## src/rtl/seq_tx.sv

```systemverilog
// rtl/seq_tx.sv - serial bit-pattern transmitter with repeat count and inter-repetition gap
//
// Purpose: latches a pattern of up to MAX_LEN bits and shifts it out MSB-first
// (bit len-1 first), one bit per clock, optionally repeated with idle gaps.
//
// Ports:
//   clk       clock, rising edge
//   rst       synchronous reset, active-low
//   start     request transmission (only honoured in IDLE)
//   abort     terminate transmission, return to IDLE
//   pat       pattern bits, bit len-1 sent first
//   len       pattern length, legal 1..MAX_LEN
//   reps      repetition count, legal 1..2^REP_W-1
//   gap       idle cycles between repetitions
//   dout      serial data bit
//   dout_vld  dout carries a pattern bit
//   busy      transmission in progress
//   done      one-cycle pulse after the final bit
//   err       one-cycle pulse when start is rejected
module seq_tx #(
  parameter int MAX_LEN = 8,
  parameter int LEN_W   = 4,
  parameter int REP_W   = 4,
  parameter int GAP_W   = 4
) (
  input  logic               clk,
  input  logic               rst,
  input  logic               start,
  input  logic               abort,
  input  logic [MAX_LEN-1:0] pat,
  input  logic [LEN_W-1:0]   len,
  input  logic [REP_W-1:0]   reps,
  input  logic [GAP_W-1:0]   gap,
  output logic               dout,
  output logic               dout_vld,
  output logic               busy,
  output logic               done,
  output logic               err
);

  typedef enum logic [1:0] {IDLE, SHIFT, GAP} state_t;

  state_t             state, state_nx;
  logic [LEN_W-1:0]   bit_idx, bit_idx_nx;
  logic [REP_W-1:0]   rep_left, rep_left_nx;
  logic [GAP_W-1:0]   gap_cnt, gap_cnt_nx;
  logic [MAX_LEN-1:0] pat_l, pat_l_nx;
  logic [LEN_W-1:0]   len_l, len_l_nx;
  logic [GAP_W-1:0]   gap_l, gap_l_nx;
  logic               dout_nx, dout_vld_nx, busy_nx, done_nx, err_nx;
  logic [REP_W-1:0]   rep_dec;

  // Shift-based selection keeps the index width independent of MAX_LEN.
  function automatic logic bit_at(input logic [MAX_LEN-1:0] p, input logic [LEN_W-1:0] idx);
    logic [MAX_LEN-1:0] t;
    t = p >> idx;
    return t[0];
  endfunction

  // bit_idx always names the bit currently on dout; the next-state logic
  // therefore computes the bit for the following cycle.
  always_comb begin
    state_nx    = state;
    bit_idx_nx  = bit_idx;
    rep_left_nx = rep_left;
    gap_cnt_nx  = gap_cnt;
    pat_l_nx    = pat_l;
    len_l_nx    = len_l;
    gap_l_nx    = gap_l;
    dout_nx     = 1'b0;
    dout_vld_nx = 1'b0;
    busy_nx     = 1'b0;
    done_nx     = 1'b0;
    err_nx      = 1'b0;
    rep_dec     = rep_left - REP_W'(1);

    case (state)
      IDLE: begin
        if (start) begin
          if (len == '0 || len > LEN_W'(MAX_LEN) || reps == '0) begin
            err_nx = 1'b1;
          end else begin
            pat_l_nx    = pat;
            len_l_nx    = len;
            gap_l_nx    = gap;
            rep_left_nx = reps;
            bit_idx_nx  = len - LEN_W'(1);
            state_nx    = SHIFT;
            dout_nx     = bit_at(pat, len - LEN_W'(1));
            dout_vld_nx = 1'b1;
            busy_nx     = 1'b1;
          end
        end
      end

      SHIFT: begin
        if (abort) begin
          state_nx = IDLE;
        end else if (bit_idx == '0) begin
          rep_left_nx = rep_dec;
          if (rep_dec == '0) begin
            state_nx = IDLE;
            done_nx  = 1'b1;
          end else if (gap_l == '0) begin
            bit_idx_nx  = len_l - LEN_W'(1);
            dout_nx     = bit_at(pat_l, len_l - LEN_W'(1));
            dout_vld_nx = 1'b1;
            busy_nx     = 1'b1;
          end else begin
            state_nx   = GAP;
            gap_cnt_nx = gap_l;
            busy_nx    = 1'b1;
          end
        end else begin
          bit_idx_nx  = bit_idx - LEN_W'(1);
          dout_nx     = bit_at(pat_l, bit_idx - LEN_W'(1));
          dout_vld_nx = 1'b1;
          busy_nx     = 1'b1;
        end
      end

      GAP: begin
        // gap_cnt holds the number of idle cycles still to show, including this one.
        if (abort) begin
          state_nx = IDLE;
        end else if (gap_cnt == GAP_W'(1)) begin
          state_nx    = SHIFT;
          gap_cnt_nx  = '0;
          bit_idx_nx  = len_l - LEN_W'(1);
          dout_nx     = bit_at(pat_l, len_l - LEN_W'(1));
          dout_vld_nx = 1'b1;
          busy_nx     = 1'b1;
        end else begin
          gap_cnt_nx = gap_cnt - GAP_W'(1);
          busy_nx    = 1'b1;
        end
      end

      default: state_nx = IDLE;
    endcase
  end

  always_ff @(posedge clk) begin
    if (!rst) begin
      state    <= IDLE;
      bit_idx  <= '0;
      rep_left <= '0;
      gap_cnt  <= '0;
      pat_l    <= '0;
      len_l    <= '0;
      gap_l    <= '0;
      dout     <= 1'b0;
      dout_vld <= 1'b0;
      busy     <= 1'b0;
      done     <= 1'b0;
      err      <= 1'b0;
    end else begin
      state    <= state_nx;
      bit_idx  <= bit_idx_nx;
      rep_left <= rep_left_nx;
      gap_cnt  <= gap_cnt_nx;
      pat_l    <= pat_l_nx;
      len_l    <= len_l_nx;
      gap_l    <= gap_l_nx;
      dout     <= dout_nx;
      dout_vld <= dout_vld_nx;
      busy     <= busy_nx;
      done     <= done_nx;
      err      <= err_nx;
    end
  end

endmodule

```

## config.mk

```make
export PLATFORM = sky130hd
export DESIGN_NAME = seq_tx
export DESIGN_NICKNAME = d
export VERILOG_FILES = /design/src/rtl/seq_tx.sv
export SDC_FILE = /design/constraint.sdc
export NUM_CORES = 1
export LEC_CHECK = 0
export CAP_MARGIN = 0
export CORE_ASPECT_RATIO = 1.1
export CORE_MARGIN = 2
export CORE_UTILIZATION = 63
export DETAILED_ROUTE_END_ITERATION = 10
export DONT_BUFFER_PORTS = 1
export PLACE_DENSITY = 0.79
export SETUP_SLACK_MARGIN = 0.3
export SKIP_LAST_GASP = 1
export SYNTH_ARGS = -nofsm -noshare
export SYNTH_HDL_FRONTEND = slang
export SYNTH_SLANG_ARGS = --single-unit
```

## constraint.sdc

```tcl
create_clock -name clk -period 2.92 [get_ports clk]
set_input_delay 0.292 -clock clk [delete_from_list [all_inputs] [get_ports clk]]
set_output_delay 0.292 -clock clk [all_outputs]
set_load 0.02 [all_outputs]
```

### Word level (Yosys, flattened, before mapping)

Index checks and enable logic that the tools add are counted.

* add/subtract/negate cells: 5
* magnitude comparators: 1
* equality and inequality tests: 16
* shift operators: 3
* multiplexer cells: 55
* bitwise gates (word level): 4
* reductions and logical operators: 18

Operators with widths (count)
* $mux W4: 18
* $shr A8 B4 Y1: 3
* $mux W1: 22
* $logic_not A4 Y1: 5
* $sub A4 B1 Y4 const B: 5
* $mux W2: 8
* $ne A2 B2 Y1 const B: 8
* $pmux W4 S2: 2
* $ne A3 B3 Y1 const B: 4
* $pmux W4 S3: 1
* $reduce_and A5 Y1: 2
* $pmux W1 S3: 3
* $reduce_and A8 Y1: 1
* $pmux W2 S3: 1
* $reduce_and A3 Y1: 2
* $reduce_and A6 Y1: 1
* $eq A4 B1 Y1 const B: 1
* $gt A4 B4 Y1 const B: 1
* $ne A4 B4 Y1 const B: 1
* $not A1 Y1: 4
* $reduce_bool A2 Y1: 2
* $reduce_or A4 Y1: 1
* $reduce_bool A3 Y1: 1
* $eq A2 B1 Y1 const B: 1
* 3 further kinds: 4

* register bits after elaboration: 35
* logic and storage cells: 114

### Longest topological paths before layout

Gate-level depths: netlist (run 1).

* depth in word-level cells: 7
* depth in mapped cells: 9
* gate-level depth less buffers: 7

### Worst setup path after synthesis (run 1)

Ideal clock, no wire load.

* path type: register to register
* start: reg rep_left[0]
* end: reg bit_idx[1]
* library setup time: 121 ps
* arrival time: 1972 ps
* required time: 2799 ps
* path slack: 827 ps
* stages on the path, launching flop included: 8
* clock period less this slack: 2093 ps
* cell sequence: dfxtp_1 inv_1 ha_1 or3b_4 o31ai_4 o211ai_1 nand3b_2 mux2_2

* cells in the longest elaborated chain, start to end: 4

RTL lines
* start, declared: line 45 `logic [REP_W-1:0] rep_left, rep_left_nx;`
* start signal, assigned: line 160 `rep_left <= rep_left_nx;`
* $sub A4 B1 Y4: line 75 `rep_dec = rep_left - REP_W'(1);`
* $logic_not A4 Y1: line 101 `if (rep_dec == '0) begin`
* $ne A3 B3 Y1 (no source line)
* $reduce_and A8 Y1 (no source line)
* end signal, assigned: line 159 `bit_idx <= bit_idx_nx;`
* end, declared: line 44 `logic [LEN_W-1:0] bit_idx, bit_idx_nx;`

Every way passes these cells.
A chain may end at the register's enable or synchronous reset.

### Worst setup path after layout (run 1)

Same ends and word-level chain as after synthesis.

==> out/qor.txt, run 1 <==
Max Cap Viol - 0
sequential area share after synthesis - 0.309
CP top delay family - simple AND/OR/NAND/NOR gates
Final TNS setup - 0 ns
fill count - 292
RSZ-0062 raised after global routing - no
Worst-path clk slew - 0.11 ns
Finished Cell Area - 0.00236 mm²
Hold-fix buffers, CTS - 0
most frequent cells in the layout - dfxtp_1, nor2_1, mux2i_1
Area Overhead vs Synth - 4.31%
number of flops mapped to enable cells by yosys - 0
Worst path depth - 7
flop2flop setup slack - 0.63 ns
Final Hold Viols - 0
Mapped Cells - 239
Mapped Area - 0.00227 mm²
# Post-CTS Setup Buffers - 0
Routed Antenna Nets - 0
Tot Pwr - 0.00181 W
largest net degree at the start of global routing - 20
WP data arrival - 2.53 ns
required time worst endpoint - 3.16 ns
Max clock buf depth - 2
Clock Sinks - 35
vias in the first global route - 1753
crit end category - flip-flop
Max FO, Critical Path - 7
slew margin rel. - 0.687
depth of the CTS H-tree - 2
Setup violations, final - 0
die area - 0.00409 mm²
width of the die - 61.2 µm
hold path cells - 2
CP Cell Sequence - inv_1 > ha_1 > or3b_4 > o31ai_4 > o211ai_1 > nand3b_2 > mux2_2
Synth Register Bits - 35
Post-Syn Nets - 275
end point of the worst hold path - err
top_reg_cell synth - dfxtp_1
status - complete, no violations
Final nets - 278
worst r2r dst - bit_idx[1]
ant diodes - 0
first-pass GRT wire length - 8140 µm
Starting Density - 0.669
combinational power share - 0.493
Clk pwr share - 0.142
Tot GR Track Use - 0.273
delay of the slowest cell on the worst path - 0.41 ns
Worst R2R Start - rep_left[0]
worst path bufs/invs - 1
RePlAce Congestion - 0.893
CP Class - flip-flop to flip-flop
die height - 66.9 µm
R2R depth - 7
HP Class - primary input to flip-flop
Tmin final - 2.29 ns
post-synthesis cell type count - 60
VDD IR max - 0.424 mV
hold path start - start
first drt pass iteration count - 4
total number of vias - 1773
Core Rows - 22
initial antenna violation count - 0
switching power - 0.000753 W
cts bufs inserted - 5
Max Freq - 437 MHz
GR Overflow Total - 0
Setup crit start kind - flip-flop
CTS tree - yes
worst skew pair latency - 0.35 ns
Total Wirelength - 4770 µm
FFs w/ async S/R, synth - 0
Residual DRC - 0
Ports - 29
slowest library cell on the worst path - dfxtp_1
Detail Placement HPWL - 3670 µm
Power Internal - 0.00105 W
area of the core - 0.00339 mm²
port bufs - 0
slew at the pin closest to its max-slew limit - 0.470 ns
final worst path period share - 0.784
Sw Share - 0.417
root buffer cell - clkbuf_4
ratio of cells with drive above 1 in the final layout - 0.136
P_leak - 0.972 nW
register share of total power - 0.365
Avg Cell Area, Syn - 9.48 µm²
CTS resizes - 0
DP Area - 0.00231 mm²
via/cell ratio - 6.09
Worst Skew - 0.0104 ns
PwrDens - 765 mW/mm²
initial drt markers - 144
Synthesis Warnings - 0
commonest non-fill, non-tap cell in the layout - dfxtp_1
routed len/inst - 16.4 µm
Slew Viols, Final - 0
==> state kept, by name, summed over array words and instances (netlist names), 2 cells and up <==
register  flops
gap_cnt       4
bit_idx       4
state         2
rep_left      4
len_l         4
gap_l         4
pat_l         8
==> worst register-to-register path, cell delays in order, from the launching register on <==
cell and delay [ns]:
dfxtp_1 0.41, inv_1 0.09, ha_1 0.24, or3b_4 0.39, o31ai_4 0.32, o211ai_1 0.17
nand3b_2 0.20, mux2_2 0.35
==> power groups by stage <==
stage,clock network (W),logic [W],registers [W]
final,0.000257,0.000891,0.000660
after detailed placement,0,0.000880,0.000669
after CTS,0.000264,0.000887,0.000658
after global placement,0,0.000864,0.000666
after floorplan,0,0.000716,0.000645
after global routing,0.000280,0.000980,0.000672
==> per-stage QoR <==
stage | hold WS, ns | worst slack (ns) | utilization | instances
6_report | 0.0515 | 0.630 | 0.698 | 291
5_1_grt | 0.0350 | 0.508 | 0.698 | 291
4_1_cts | 0.0357 | 0.627 | 0.698 | 291
3_5_place_dp | 0.428 | 0.671 | 0.683 | 283
3_3_place_gp | 0.425 | 0.720 | 0.683 | 283
2_1_floorplan | 0.420 | 0.827 | - | 239
==> layer usage <==
layer / vias up / global-route usage / part of all wire
met1: 828 / 0.351 / 0.45
met2: 60 / 0.419 / 0.46
met5: - / 0 / 0
met3: 6 / 0.0777 / 0.072
met4: 0 / 0.114 / 0.016
li1: 879 / - / -
==> worst max-delay path by stage <==
stage / startpoint / endpoint / slack (ns)
final: rep_left[0] / bit_idx[1] / 0.63
after CTS: rep_left[0] / bit_idx[1] / 0.63
after floorplan: rep_left[0] / bit_idx[1] / 0.83
after global routing: rep_left[0] / bit_idx[1] / 0.51
after detailed placement: rep_left[0] / bit_idx[1] / 0.67
after global placement: rep_left[0] / bit_idx[1] / 0.72
==> cells in the mapped netlist (3+ instances only) <==
cell type	instances	area [µm²]
mux2i_1	24	240
ha_1	12	150
a21oi_1	11	55.1
dfxtp_1	35	701
inv_1	16	60.1
mux2_2	3	33.8
xnor2_1	3	26.3
or3_1	3	18.8
clkbuf_1	4	15.0
nand4b_1	3	26.3
nor2_1	26	97.6
nand2b_1	5	31.3
nor3_1	8	40.0
o31ai_1	4	30.0
o21ai_0	4	20.0
nand3_1	3	15.0
mux4_2	6	135
xor2_1	3	26.3
nand2_1	11	41.3
o211ai_1	4	30.0
nor2b_1	5	31.3
==> area by class of cell <==
cell class              count  area, µm²  share of cell area
clock buffers               7       45.0              0.0191
multi-input cells         180       1470               0.620
repair buffers              3       22.5             0.00953
flip-flops and latches     35        701               0.296
inverters                  17       63.8              0.0270
well taps                  48       60.1              0.0254
clock inverters             1       5.00             0.00212
==> logic make-up after synthesis <==
family / after synthesis / synth area share
buffers and inverters: 24 / 0.0436
DFF: 35 / 0.309
and+or+nand+nor: 79 / 0.198
xor gates and xnor gates: 7 / 0.0304
muxes: 33 / 0.181
adders and majority gates: 12 / 0.0663
AOI/OAI and AO/OA: 49 / 0.172
(Power assumes the default switching activity.)
==> inputs of run 2 (changes only) <==
CORE_UTILIZATION = 57   (was 63)
PLACE_DENSITY = 0.75   (was 0.79)
clock period = 2.1 ns   (was 2.92 ns; I/O delays follow)
==> run 2 against run 1 <==
  * Worst setup slack got worse by 0.48 ns
  * Highest routed layer unchanged
  * Final cell count up 6.9%
  * Wire length rose by 5.9%
  * Clock skew is 0.0072 ns lower
  * Count of clock-buffer cells in the layout down 1
  * Via count rose by 4.1%
  * Global-route usage down 1.6 points
==> out/qor.txt, run 2 (synthesized netlist as in run 1, its figures left out) <==
via/cell ratio - 5.93
Area Overhead vs Synth - 17.2%
depth of the CTS H-tree - 2
VDD IR max - 0.597 mV
Final TNS setup - 0 ns
slew at the pin closest to its max-slew limit - 0.461 ns
Residual DRC - 0
Routed Antenna Nets - 0
RePlAce Congestion - 0.845
CTS tree - yes
root buffer cell - clkbuf_8
Max FO, Critical Path - 5
Slew Viols, Final - 0
Total Wirelength - 5050 µm
die height - 70.1 µm
Worst Setup SP - rep_left[1]
GR Overflow Total - 0
ant diodes - 0
Max Cap Viol - 0
status - complete, no violations
first drt pass iteration count - 4
Clock Sinks - 35
ratio of cells with drive above 1 in the final layout - 0.274
vias in the first global route - 1835
Final Hold Slack - 0.0352 ns
Final nets - 294
slew margin rel. - 0.692
Cell Count, Final, Fillers Out - 311
required time worst endpoint - 2.29 ns
largest net degree at the start of global routing - 19
Top reg by flops - pat_l
initial drt markers - 130
Core Rows - 24
RSZ-0062 raised after global routing - yes
die area - 0.00450 mm²
initial antenna violation count - 0
final worst path period share - 0.928
PwrDens - 1170 mW/mm²
Tot GR Track Use - 0.257
width of the die - 64.1 µm
Max clock buf depth - 2
Tmin final - 1.95 ns
most frequent cells in the layout - dfxtp_1, nor2_1, mux2i_1
placed instance count - 293
worst skew pair latency - 0.29 ns
total number of vias - 1845
Max Freq - 513 MHz
WP data arrival - 2.14 ns
Setup crit start kind - flip-flop
Final Worst Setup Slack - 0.151 ns
Worst Skew - 0.00323 ns
Hold-fix buffers, CTS - 0
HP Class - primary input to flip-flop
crit end category - flip-flop
Layout Utilization - 0.680
max FFs per register - 8
Ports - 29
P_leak - 1.10 nW
Detail Placement HPWL - 3630 µm
Worst-path clk slew - 0.07 ns
fill count - 318
Final Hold Viols - 0
hold path start - start
Starting Density - 0.580
commonest non-fill, non-tap cell in the layout - dfxtp_1
routed len/inst - 16.2 µm
CP Class - flip-flop to flip-flop
cts bufs inserted - 5
port bufs - 0
pre-CTS setup slack - 0.0489 ns
area of the core - 0.00390 mm²
Worst R2R Start - rep_left[1]
first-pass GRT wire length - 9010 µm
Setup violations, final - 0
==> run 2: cell count changes in the layout (fill, tap and decap cells not counted), moves of 3 or more <==
cell      delta
buf_4       +12
buf_6        +4
clkbuf_4     -5
clkbuf_8     +6
dfxtp_1      -4
dfxtp_4      +3
ha_1         -3
inv_1        -5
inv_2        +3
==> run 2: per-layer routing <==
metal	global-route usage	wire, µm
met3	0.0709	343
met4	0.0946	81
met5	0	0
met1	0.340	2250
met2	0.398	2380
==> run 2: path summary, 6_finish.rpt <==
path | depth (start not counted) | end | slack, ns
setup / recovery | 7 | bit_idx[1] | 0.15
hold / removal | 2 | err | 0.04
setup reg to reg | 7 | bit_idx[1] | 0.15
hold reg to reg | 2 | state[1] | 0.49
==> run 2: layout make-up <==
class | instances | area, µm² | share of cell area
multi-input cells | 180 | 1530 | 0.577
flip-flops and latches | 35 | 713 | 0.268
clock buffers | 6 | 82.6 | 0.0311
clock inverters | 2 | 35.0 | 0.0132
repair buffers | 19 | 158 | 0.0593
inverters | 17 | 68.8 | 0.0259
well taps | 52 | 65.1 | 0.0245
==> run 2: power by group <==
group	switching [W]	leakage, nW	internal, W	total [W]
Combinational	0.000772	0.750	0.000756	0.00153
Clock	0.000257	0.0612	0.000384	0.000641
Sequential	0.000142	0.288	0.000787	0.000929
==> run 2: metrics by stage <==
| stage | power [W] | cell area [µm²] |
|---|---|---|
| global placement | 0.00222 | 2380 |
| floorplan | 0.00193 | 2290 |
| detailed placement | 0.00224 | 2380 |
| global route | 0.00330 | 2660 |
| finish | 0.00310 | 2660 |
| CTS | 0.00298 | 2580 |
==> run 2: what timing repair did <==
item	in CTS	in global routing
setup buffers	6	4
pin swaps	10	3
resized for setup	11	14
setup endpoints to repair	17	17
==> run 2: critical path, stage by stage, from the launching register on <==
cell and delay, ns:
dfxtp_4 0.36, inv_4 0.06, ha_2 0.16, or3b_4 0.38, o31ai_4 0.28, o211ai_1 0.16
nand3b_2 0.13, mux2_4 0.30
==> inputs of run 3 (changes only) <==
SKIP_CTS_REPAIR_TIMING = 1   (was unset)
SLEW_MARGIN = 15   (was unset)
==> run 3 against run 2 <==
  * Die area stayed put
  * Utilization is 1.9 points higher
  * Sequential share of layout area fell by 0.76 points
  * Largest cell class unchanged
  * Register-to-register slack worse by 0.03 ns
  * Fmax down 1.6%
  * Sequential cell count unchanged
  * Largest power group unchanged
  * Critical path depth is the same
  * Design area is 2.7% higher
  * Non-clock buffer count unchanged
  * Combinational power grew 8%
  * Wire length rose by 1.7%
  * Clock skew about the same
  * Critical endpoint unchanged
==> out/qor.txt, run 3 (synthesized netlist as in run 1, its figures left out) <==
port bufs - 0
Worst Skew - 0.00352 ns
Residual DRC - 0
CP Class - flip-flop to flip-flop
WP data arrival - 2.17 ns
RePlAce Congestion - 0.845
Final TNS setup - 0 ns
worst r2r dst - bit_idx[1]
Area Overhead vs Synth - 20.4%
Top reg by flops - pat_l
Setup violations, final - 0
Worst R2R Start - rep_left[0]
max FFs per register - 8
VDD IR max - 0.579 mV
first drt pass iteration count - 4
Clock Sinks - 35
crit end category - flip-flop
Slew Viols, Final - 0
total number of vias - 1862
status - complete, no violations
DP Area - 0.00238 mm²
Layout Utilization - 0.699
slew at the pin closest to its max-slew limit - 0.465 ns
Core Rows - 24
Max Freq - 505 MHz
area of the core - 0.00390 mm²
vias in the first global route - 1814
worst skew pair latency - 0.29 ns
cts bufs inserted - 5
PwrDens - 1190 mW/mm²
via/cell ratio - 5.99
Final nets - 294
RSZ-0062 raised after global routing - yes
CTS tree - yes
Ports - 29
final worst path period share - 0.943
HP Class - primary input to flip-flop
Tmin final - 1.98 ns
Final Worst Setup Slack - 0.120 ns
ratio of cells with drive above 1 in the final layout - 0.297
slew margin rel. - 0.689
hold path cells - 2
required time worst endpoint - 2.29 ns
Max clock buf depth - 2
pre-CTS setup slack - 0.0489 ns
Total Wirelength - 5140 µm
first-pass GRT wire length - 8700 µm
die height - 70.1 µm
most frequent cells in the layout - dfxtp_1, nor2_1, mux2i_1
Worst-path clk slew - 0.07 ns
flop2flop setup slack - 0.12 ns
Starting Density - 0.580
GR Overflow Total - 0
Routed Antenna Nets - 0
Tot GR Track Use - 0.247
initial drt markers - 135
root buffer cell - clkbuf_8
depth of the CTS H-tree - 2
routed len/inst - 16.5 µm
die area - 0.00450 mm²
Detail Placement HPWL - 3630 µm
Finished Cell Area - 0.00273 mm²
Max FO, Critical Path - 6
Final Hold Viols - 0
initial antenna violation count - 0
ant diodes - 0
Setup crit start kind - flip-flop
commonest non-fill, non-tap cell in the layout - dfxtp_1
Tot Pwr - 0.00324 W
P_leak - 1.11 nW
R2R depth - 7
hold path start - start
Max Cap Viol - 0
width of the die - 64.1 µm
largest net degree at the start of global routing - 19
end point of the worst hold path - err
==> run 3: worst max-delay path by stage <==
stage | startpoint | end | slack (ns) | cells after the start
floorplan | rep_left[0] | bit_idx[1] | 0.08 | 7
global placement | rep_left[0] | bit_idx[1] | 0.09 | 7
detailed placement | rep_left[0] | state[0] | 0.05 | 7
CTS | rep_left[0] | state[0] | 0.03 | 7
global route | rep_left[0] | bit_idx[0] | 0.02 | 8
finish | rep_left[0] | bit_idx[1] | 0.12 | 7
==> run 3: cell type report <==
cell class,count,area [µm²]
Tap cell,52,65.1
Sequential cell,35,712
Fill cell,300,1170
Timing Repair Buffer,19,158
Inverter,17,71.3
Clock buffer,6,82.6
Multi-Input combinational cell,180,1610
Clock inverter,2,35.0
==> run 3: metal layers <==
| layer | vias to the layer above | GRT usage | routed length, µm |
|---|---|---|---|
| met5 | - | 0 | 0 |
| met4 | 0 | 0.0993 | 102 |
| met3 | 14 | 0.0676 | 312 |
| met2 | 54 | 0.385 | 2400 |
| met1 | 878 | 0.323 | 2320 |
| li1 | 916 | - | - |
==> run 3: report_power, final <==
group | switching [W] | internal (W)
Sequential | 0.000165 | 0.000787
Clock | 0.000254 | 0.000384
Combinational | 0.000820 | 0.000827
==> run 3: worst max-delay path: stages, from the launching register on <==
cell and delay (ns):
dfxtp_4 0.40, inv_4 0.05, ha_4 0.16, or3b_4 0.38
o31ai_4 0.29, o211ai_1 0.16, nand3b_2 0.14, mux2_4 0.31
==> run 3: stage by stage <==
stage | hold WS (ns) | cells
6_report | 0.0351 | 311
2_1_floorplan | 0.338 | 239
4_1_cts | 0.0326 | 301
3_5_place_dp | 0.344 | 293
3_3_place_gp | 0.345 | 293
5_1_grt | 0.0277 | 311
